===== src/rtl/ex_mem_stage.sv =====
`default_nettype none
// ============================================================================
// Module   : ex_mem_stage
// Purpose  : Registered execute-to-memory boundary behind the 16-bit ALU.
//            Captures {result, rd, wen} into a 2-entry FIFO and presents the
//            head entry downstream via valid/ready. Resolves conditional
//            branches from the ALU flags (one-cycle br_taken pulse) and traps
//            on signed overflow for checked add/sub, recording the PC in epc.
// Ports    : clk, rst_n (sync, active low)
//            upstream   : in_valid/in_ready, alu_r, alu_zero, alu_ovfl, in_pc,
//                         in_rd, in_wen, in_br, in_br_target, in_chk_ovfl
//            downstream : out_valid/out_ready, out_r, out_rd, out_wen
//            control    : br_taken, br_target, trap, epc, trap_ack
// Revision : 1.0 - initial release
// ============================================================================
module ex_mem_stage #(
    parameter int WIDTH = 16,
    parameter int RAW   = 4
) (
    input  logic             clk,
    input  logic             rst_n,
    input  logic             in_valid,
    output logic             in_ready,
    input  logic [WIDTH-1:0] alu_r,
    input  logic             alu_zero,
    input  logic             alu_ovfl,
    input  logic [WIDTH-1:0] in_pc,
    input  logic [RAW-1:0]   in_rd,
    input  logic             in_wen,
    input  logic [1:0]       in_br,
    input  logic [WIDTH-1:0] in_br_target,
    input  logic             in_chk_ovfl,
    output logic             out_valid,
    input  logic             out_ready,
    output logic [WIDTH-1:0] out_r,
    output logic [RAW-1:0]   out_rd,
    output logic             out_wen,
    output logic             br_taken,
    output logic [WIDTH-1:0] br_target,
    output logic             trap,
    output logic [WIDTH-1:0] epc,
    input  logic             trap_ack
);

    typedef enum logic [0:0] {
        RUN  = 1'b0,
        TRAP = 1'b1
    } state_t;

    state_t           r_state;

    // FIFO storage and bookkeeping
    logic [WIDTH-1:0] r_mem_r   [2];
    logic [RAW-1:0]   r_mem_rd  [2];
    logic [1:0]       r_mem_wen;
    logic             r_head;
    logic             r_tail;
    logic [1:0]       r_count;

    // Last popped entry, shown at the outputs while the FIFO is empty
    logic [WIDTH-1:0] r_last_r;
    logic [RAW-1:0]   r_last_rd;
    logic             r_last_wen;

    logic             w_accept;
    logic             w_trap_hit;
    logic             w_push;
    logic             w_pop;
    logic             w_br_cond;

    // in_ready depends only on registered state, never on out_ready
    assign in_ready   = (r_state == RUN) && (r_count != 2'd2);
    assign w_accept   = in_valid && in_ready;
    assign w_trap_hit = w_accept && in_chk_ovfl && alu_ovfl;
    assign w_push     = w_accept && !w_trap_hit;
    assign out_valid  = (r_count != 2'd0);
    assign w_pop      = out_valid && out_ready;
    assign trap       = (r_state == TRAP);

    always_comb begin
        w_br_cond = 1'b0;
        case (in_br)
            2'b01:   w_br_cond = alu_zero;
            2'b10:   w_br_cond = !alu_zero;
            2'b11:   w_br_cond = alu_r[0];
            default: w_br_cond = 1'b0;
        endcase
    end

    assign out_r   = out_valid ? r_mem_r[r_head]   : r_last_r;
    assign out_rd  = out_valid ? r_mem_rd[r_head]  : r_last_rd;
    assign out_wen = out_valid ? r_mem_wen[r_head] : r_last_wen;

    always_ff @(posedge clk) begin
        if (!rst_n) begin
            r_state    <= RUN;
            for (int i = 0; i < 2; i++) begin
                r_mem_r[i]  <= '0;
                r_mem_rd[i] <= '0;
            end
            r_mem_wen  <= '0;
            r_head     <= 1'b0;
            r_tail     <= 1'b0;
            r_count    <= 2'd0;
            r_last_r   <= '0;
            r_last_rd  <= '0;
            r_last_wen <= 1'b0;
            br_taken   <= 1'b0;
            br_target  <= '0;
            epc        <= '0;
        end else begin
            if (w_push) begin
                r_mem_r[r_tail]   <= alu_r;
                r_mem_rd[r_tail]  <= in_rd;
                r_mem_wen[r_tail] <= in_wen;
                r_tail            <= ~r_tail;
            end

            if (w_pop) begin
                r_last_r   <= r_mem_r[r_head];
                r_last_rd  <= r_mem_rd[r_head];
                r_last_wen <= r_mem_wen[r_head];
                r_head     <= ~r_head;
            end

            case ({w_push, w_pop})
                2'b10:   r_count <= r_count + 2'd1;
                2'b01:   r_count <= r_count - 2'd1;
                default: r_count <= r_count;
            endcase

            // A trapping accept never pushes, so it can never raise br_taken
            br_taken <= w_push && w_br_cond;
            if (w_push && w_br_cond) begin
                br_target <= in_br_target;
            end

            case (r_state)
                RUN: begin
                    if (w_trap_hit) begin
                        r_state <= TRAP;
                        epc     <= in_pc;
                    end
                end
                TRAP: begin
                    if (trap_ack) begin
                        r_state <= RUN;
                    end
                end
                default: r_state <= RUN;
            endcase
        end
    end

endmodule
`default_nettype wire


===== config.mk =====
export PLATFORM = sky130hd
export DESIGN_NAME = ex_mem_stage
export DESIGN_NICKNAME = d
export VERILOG_FILES = /design/src/rtl/ex_mem_stage.sv
export SDC_FILE = /design/constraint.sdc
export NUM_CORES = 1
export LEC_CHECK = 0
export BUFFER_PORTS_ARGS = -buffer_cell sky130_fd_sc_hd__buf_4
export CORE_MARGIN = 1
export CORE_UTILIZATION = 45
export CTS_BUF_LIST = sky130_fd_sc_hd__clkbuf_4
export CTS_CLUSTER_DIAMETER = 100
export DETAILED_ROUTE_END_ITERATION = 10
export GPL_TIMING_DRIVEN = 0
export PLACE_DENSITY = 0.79
export SYNTH_ARGS = -nofsm -noshare
export SYNTH_HDL_FRONTEND = slang
export SYNTH_SLANG_ARGS = --single-unit

===== constraint.sdc =====
create_clock -name clk -period 3.45 [get_ports clk]
set_clock_uncertainty 0.1 [all_clocks]
set_input_delay 0.5175 -clock clk [delete_from_list [all_inputs] [get_ports clk]]
set_output_delay 0.5175 -clock clk [all_outputs]
set_load 0.05 [all_outputs]

; ---- Yosys cells after proc, flatten, opt, wreduce, memory -nomap -nowiden
; Memories as Yosys holds them, arrays and structs flattened. A register that Yosys moved wholly into a read port is not among the register bits.
; Index checks and enable logic that the tools add are counted.
[op_classes]
reduce_logical = 15
addsub = 2
eq_ne = 6
n_lt_le_gt_ge = 3
n_mux = 27
bitwise = 3
[op_table]
columns = op, count
row1 = $mux W16, 2
row2 = $mux W1, 18
row3 = $reduce_or A16 Y1, 1
row4 = $logic_and A1 B1 Y1, 8
row5 = $mux W4, 2
row6 = $eq A2 B2 Y1 const B, 3
row7 = $eq A2 B1 Y1 const B, 2
row8 = $lt A1 B2 Y1 const B, 2
row9 = $pmux W2 S2, 1
row10 = $reduce_bool A2 Y1, 2
row11 = $reduce_or A4 Y1, 1
row12 = $not A1 Y1, 3
row13 = $pmux W1 S3, 1
row14 = $add A2 B1 Y2 const B, 1
row15 = $bwmux W2, 1
row16 = $logic_not A1 Y1, 2
row17 = $ne A2 B2 Y1 const B, 1
row18 = $pmux W1 S2, 1
row19 = $reduce_and A2 Y1, 1
row20 = $sub A2 B1 Y2 const B, 1
row21 = $demux W1 S1, 1
row22 = $ge A1 B1 Y1 const B, 1
[word_totals]
out_inout_bits = 57
inputBits = 63
wordCells = 69
ff_bits = 61
mem_count = 2
mem_bits_rw = 40
[memory_table]
columns = memory, depth, word_bits, read_ports, rd_ports_with_merged_regs, write_ports, line
row1 = r_mem_r, 2, 16, 1, 1, 2, 53  ; logic [WIDTH-1:0] r_mem_r [2];
row2 = r_mem_rd, 2, 4, 1, 1, 2, 54  ; logic [RAW-1:0] r_mem_rd [2];

; ---- Longest topological paths before layout
[logic_depth]
depth_word = 12
depth_mapped = 9
mapped_depth_nobuf = 6

; ---- Worst setup path after synthesis
; Ideal clock, no wire load.
[synth_timing]
path_kind = reg2reg
startpoint = reg r_state, in the netlist trap
endpoint = mem r_mem_r[0][0] (enable)
setup_slack_ps = 560
synth_period_minus_slack_ps = 2890
n_path_buf = 1
path_stages_with_launch = 4
arrival_ps = 2365
cell_sequence = dfxtp_1 nand4bb_1 buf_6 o21ai_0
[synth_rtl]
columns = element, line
row1 = "start, declared", 50  ; state_t r_state;
row2 = "start signal, assigned", 96  ; r_state <= RUN;
row3 = "start signal, assigned", 141  ; r_state <= TRAP;
row4 = "start signal, assigned", 147  ; r_state <= RUN;
row5 = "end, declared", 53

; ---- Worst setup path after layout
[layout_timing]
startpoint = reg r_count[0]
endpoint = out out_rd[2]
[layout_between]
elab_chain_len = 2
[layout_rtl]
columns = element, line
row1 = "start, declared", 58  ; logic [1:0] r_count;
row2 = "start signal, assigned", 127  ; 2'b10: r_count <= r_count + 2'd1;
row3 = "start signal, assigned", 128  ; 2'b01: r_count <= r_count - 2'd1;
row4 = "start signal, assigned", 129  ; default: r_count <= r_count;
row5 = $reduce_bool A2 Y1, 76  ; assign out_valid = (r_count != 2'd0);
row6 = $mux W4, 91  ; assign out_rd = out_valid ? r_mem_rd[r_head] : r_last_rd;
row7 = "end, declared", 36  ; output logic [RAW-1:0] out_rd,
; Every way passes these cells.

==> results.md <==
Clocking:
- Buffers added to address setup during post-CTS repair amount to 0.
- The clock reaches the later pin of the worst-skew pair after roughly 0.45 ns.
- The tree is rooted in a clkbuf_4.
- TritonCTS built the clock tree.
- No sink is reached through more buffers than the 2 on the longest clock path.
- The clock net in this run drives a total of between 100 and 150 sinks.
- The count of hold-fix buffers inserted at cts is 0.
- After clock tree synthesis, the clock-pin slew on the worst setup and hold paths is about 0.16 ns.
- The number of levels the H-tree was split into is 3.
- Buffers inserted during clock tree synthesis total 9.
- Once the clock tree was built, the resizer swapped 0 gates to a different size.

Setup path:
- The critical path is of the flip-flop to output port type.
- The required arrival time at the worst endpoint is 2.83 ns.
- Measured in cells, the most critical reg-to-reg path has a length of 8.
- Setup slack on the worst reg-to-reg path comes out at 1.11 ns.
- STA classifies the critical path endpoint as an output port.
- In this run the worst path has a maximum fanout of 10.
- The data arrival time of the worst path is ~2.1 ns.
- STA classifies the critical path startpoint as a flip-flop.

Placed design:
- Routability-driven placement finished with a final weighted congestion of 0.761.
- The placed instances occupy a cell area of between 5000 and 6000 sq um.
- During placement, the flow inserted port buffers numbering 119.
- At the placement stage, the worst setup path has a slack of between 0.5 and 0.6 ns.
- The final HPWL from detailed placement is roughly 7.0 mm.

Global routing:
- The initial antenna violation count is 0.
- Entering global routing, the biggest net connects 21 pins.
- For this run, the total global-route usage over all layers was measured as 0.198.
- The first global-routing pass estimated 15.4 mm of wire.
- The global route total overflow is 0.
- The number of global-route vias before repair is roughly 3300.

Floorplan:
- The floorplan die height is between 100 and 150 microns.
- After floorplanning, the core was sized to cover about 9300 sq um.
- The row count is 35.
- The number of ports placed on the die boundary is 120.
- The floorplan step defined a die boundary enclosing 10100 sq um.
- The die width is 100 microns.
- The initial cell density of the core is 0.468.

Logic synthesis:
- The prevailing post-synth register cell is dfxtp_1.
- The compound-gate portion of the synthesized area is 0.0847.
- The count of distinct cell types in the synthesized netlist is 32.
- After synthesis the cells add up to between 4000 and 5000 sq um.
- The gate count of the mapped netlist is a little under 400.
- After synthesis, the largest family of logic cells by area is simple AND/OR/NAND/NOR gates.
- The post-synth net total is 460.
- The adder-cell share of the synthesized area is 0.00288.
- Yosys mapped a number of flops with a built-in enable equal to 40.
- The share of the Yosys chip area taken by registers is 0.562.
- The share of synthesized cell area in and, or, nand and nor gates is 0.178.
- Each instance of the synthesized netlist takes up on average about 11 sq um.
- Counting flops with an async set or reset pin after synthesis yields a share of 0.
- Yosys printed 0 warnings.
- The synthesized design contains 102 register bits.
- Measured against the total synthesized area, the mux share comes to 0.124.
- Of the total synthesized cell area, the portion taken by XOR and XNOR cells is 0.00806.

Timing:
- For the pin with the worst max-slew slack, the measured transition is 0.902 ns.
- The normalized max-slew margin is 0.397.
- The max-slew violation count is 0.
- The hold violation total from the final report is 0.
- For this run, the top clock speed supported by timing is around 370 MHz.
- Dividing the final minimum period by the clock period gives 0.794.
- Setup violations remaining at the end of the flow were counted as 0.
- The time the final worst path needs with I/O delays and setup is roughly 2.7 ns.
- Setup repair after global routing left no endpoint under its margin.
- The final worst-path setup slack is roughly 0.71 ns.

Drt:
- In the routed design, unresolved DRC markers number 0.
- In this run the remaining antenna-violating nets after routing total 0.
- The routed design has 9.63 mm of wire.
- For this block, the via count after detailed routing is 3289.
- The number of design-rule violations left by the first detailed-router iteration is 65.
- After detailed routing, the number of vias per cell comes to between 4 and 5.
- After detailed routing, the average wire length per cell comes to about 15 microns.
- The first TritonRoute pass finished after 5 iterations.

Power:
- The reported leakage power is about 2.5 nW.
- Across the VDD grid, the largest voltage drop is roughly 350 uV.
- The power density normalized to cell area is approximately 800 nW/um^2.

Cells and area:
- For this run, the post-layout net count is a little under 600.
- The final core area utilization is 0.599.
- Summing all non-filler instances in the final layout gives an area of ~5600 sq um.
- In the layout the commonest cells are buf_4, dfxtp_1, nand2_1.
- The filler cell count in the final layout is 800.
- 0 antenna diodes ended up in the layout.
- The area growth from synthesis to layout is 28.1%.
- Of the cells placed in the final design, the portion with a size suffix greater than 1 is 0.288.
- The most frequent standard cell in the layout excluding fill and tap cells is buf_4.

Run status:
- The flow ran to the end, and the final reports show no timing, DRC or antenna violations.

Min path:
- Counting instances, the worst hold path has a depth of 3.
- The classification of the worst-slack hold path is input pin to flip-flop.

Flow run:
- The number of maximum-capacitance constraint violations is 0.
==> per-layer routing <==
| layer | share of wire | vias up | track usage |
|---|---|---|---|
| met2 | 0.50 | 94 | 0.350 |
| li1 | - | 1612 | - |
| met5 | 0 | - | 0 |
| met3 | 0.064 | 12 | 0.0536 |
| met4 | 0.015 | 0 | 0.0725 |
| met1 | 0.42 | 1571 | 0.231 |
==> logic make-up (layout without fill, tap and decap cells) <==
| family | count (synthesis) | count (layout) |
|---|---|---|
| xor+xnor | 4 | 4 |
| simple gates | 153 | 153 |
| mux | 54 | 54 |
| fa+ha+maj | 1 | 1 |
| compound gates | 50 | 50 |
| buf+inv | 32 | 168 |
| flops | 102 | 102 |
==> cells in the mapped netlist, drive strengths merged (11+ instances only) <==
library cell / count / area, sq um
a21oi: 21 / 105
and2: 46 / 288
buf: 11 / 91.3
clkbuf: 20 / 77.6
dfxtp: 62 / 1240
edfxtp: 40 / 1200
mux2i: 54 / 541
nand2: 58 / 218
nor2: 24 / 90.1
nor2b: 18 / 115
o211a: 21 / 210
==> worst max-delay path, stage by stage (launching register included) <==
cell,delay (ns)
dfxtp_1,0.44
or2_1,0.12
buf_2,0.18
clkbuf_1,0.43
nor2_1,0.08
a21oi_1,0.19
buf_4,0.24
==> flip-flops by register name, summed over array words and instances, names as in the netlist, named ones only <==
register / cells
br_taken: 1
br_target: 16
epc: 16
r_count: 2
r_head: 1
r_last_r: 16
r_last_rd: 4
r_last_wen: 1
r_mem_r: 32
r_mem_rd: 8
r_mem_wen: 2
r_tail: 1
trap: 1
==> per-stage QoR <==
step           hold WS (ns)  cells  total power (W)  TNS, ns
5_1_grt               0.187    661          0.00468        0
3_5_place_dp          0.354    645          0.00387        0
2_1_floorplan         0.361    396          0.00318        0
3_3_place_gp          0.343    644          0.00382    -6.82
4_1_cts               0.176    661          0.00449        0
6_report              0.193    661          0.00447        0
==> power by group <==
part,switching [W],internal [W],total [W]
logic,0.00158,0.000726,0.00230
clock network,0.000401,0.000233,0.000633
registers,0.0000849,0.00145,0.00153
total,0.00206,0.00240,0.00447
==> final timing paths <==
check                       start      endpoint
setup / recovery       r_count[0]     out_rd[2]
hold / removal    in_br_target[1]  br_target[1]
setup reg to reg       r_count[0]    r_count[1]
hold reg to reg      br_target[8]  br_target[8]
==> cell type report <==
cell class / instances / area, sq um / area share
Clock buffer: 10 / 75.1 / 0.0135
Sequential cell: 102 / 2440 / 0.439
Buffer: 31 / 169 / 0.0304
Inverter: 1 / 3.75 / 0.000675
Multi-Input combinational cell: 262 / 1730 / 0.312
Clock inverter: 6 / 70.1 / 0.0126
Tap cell: 129 / 161 / 0.0290
Timing Repair Buffer: 120 / 908 / 0.163
(Power assumes the default switching activity.)
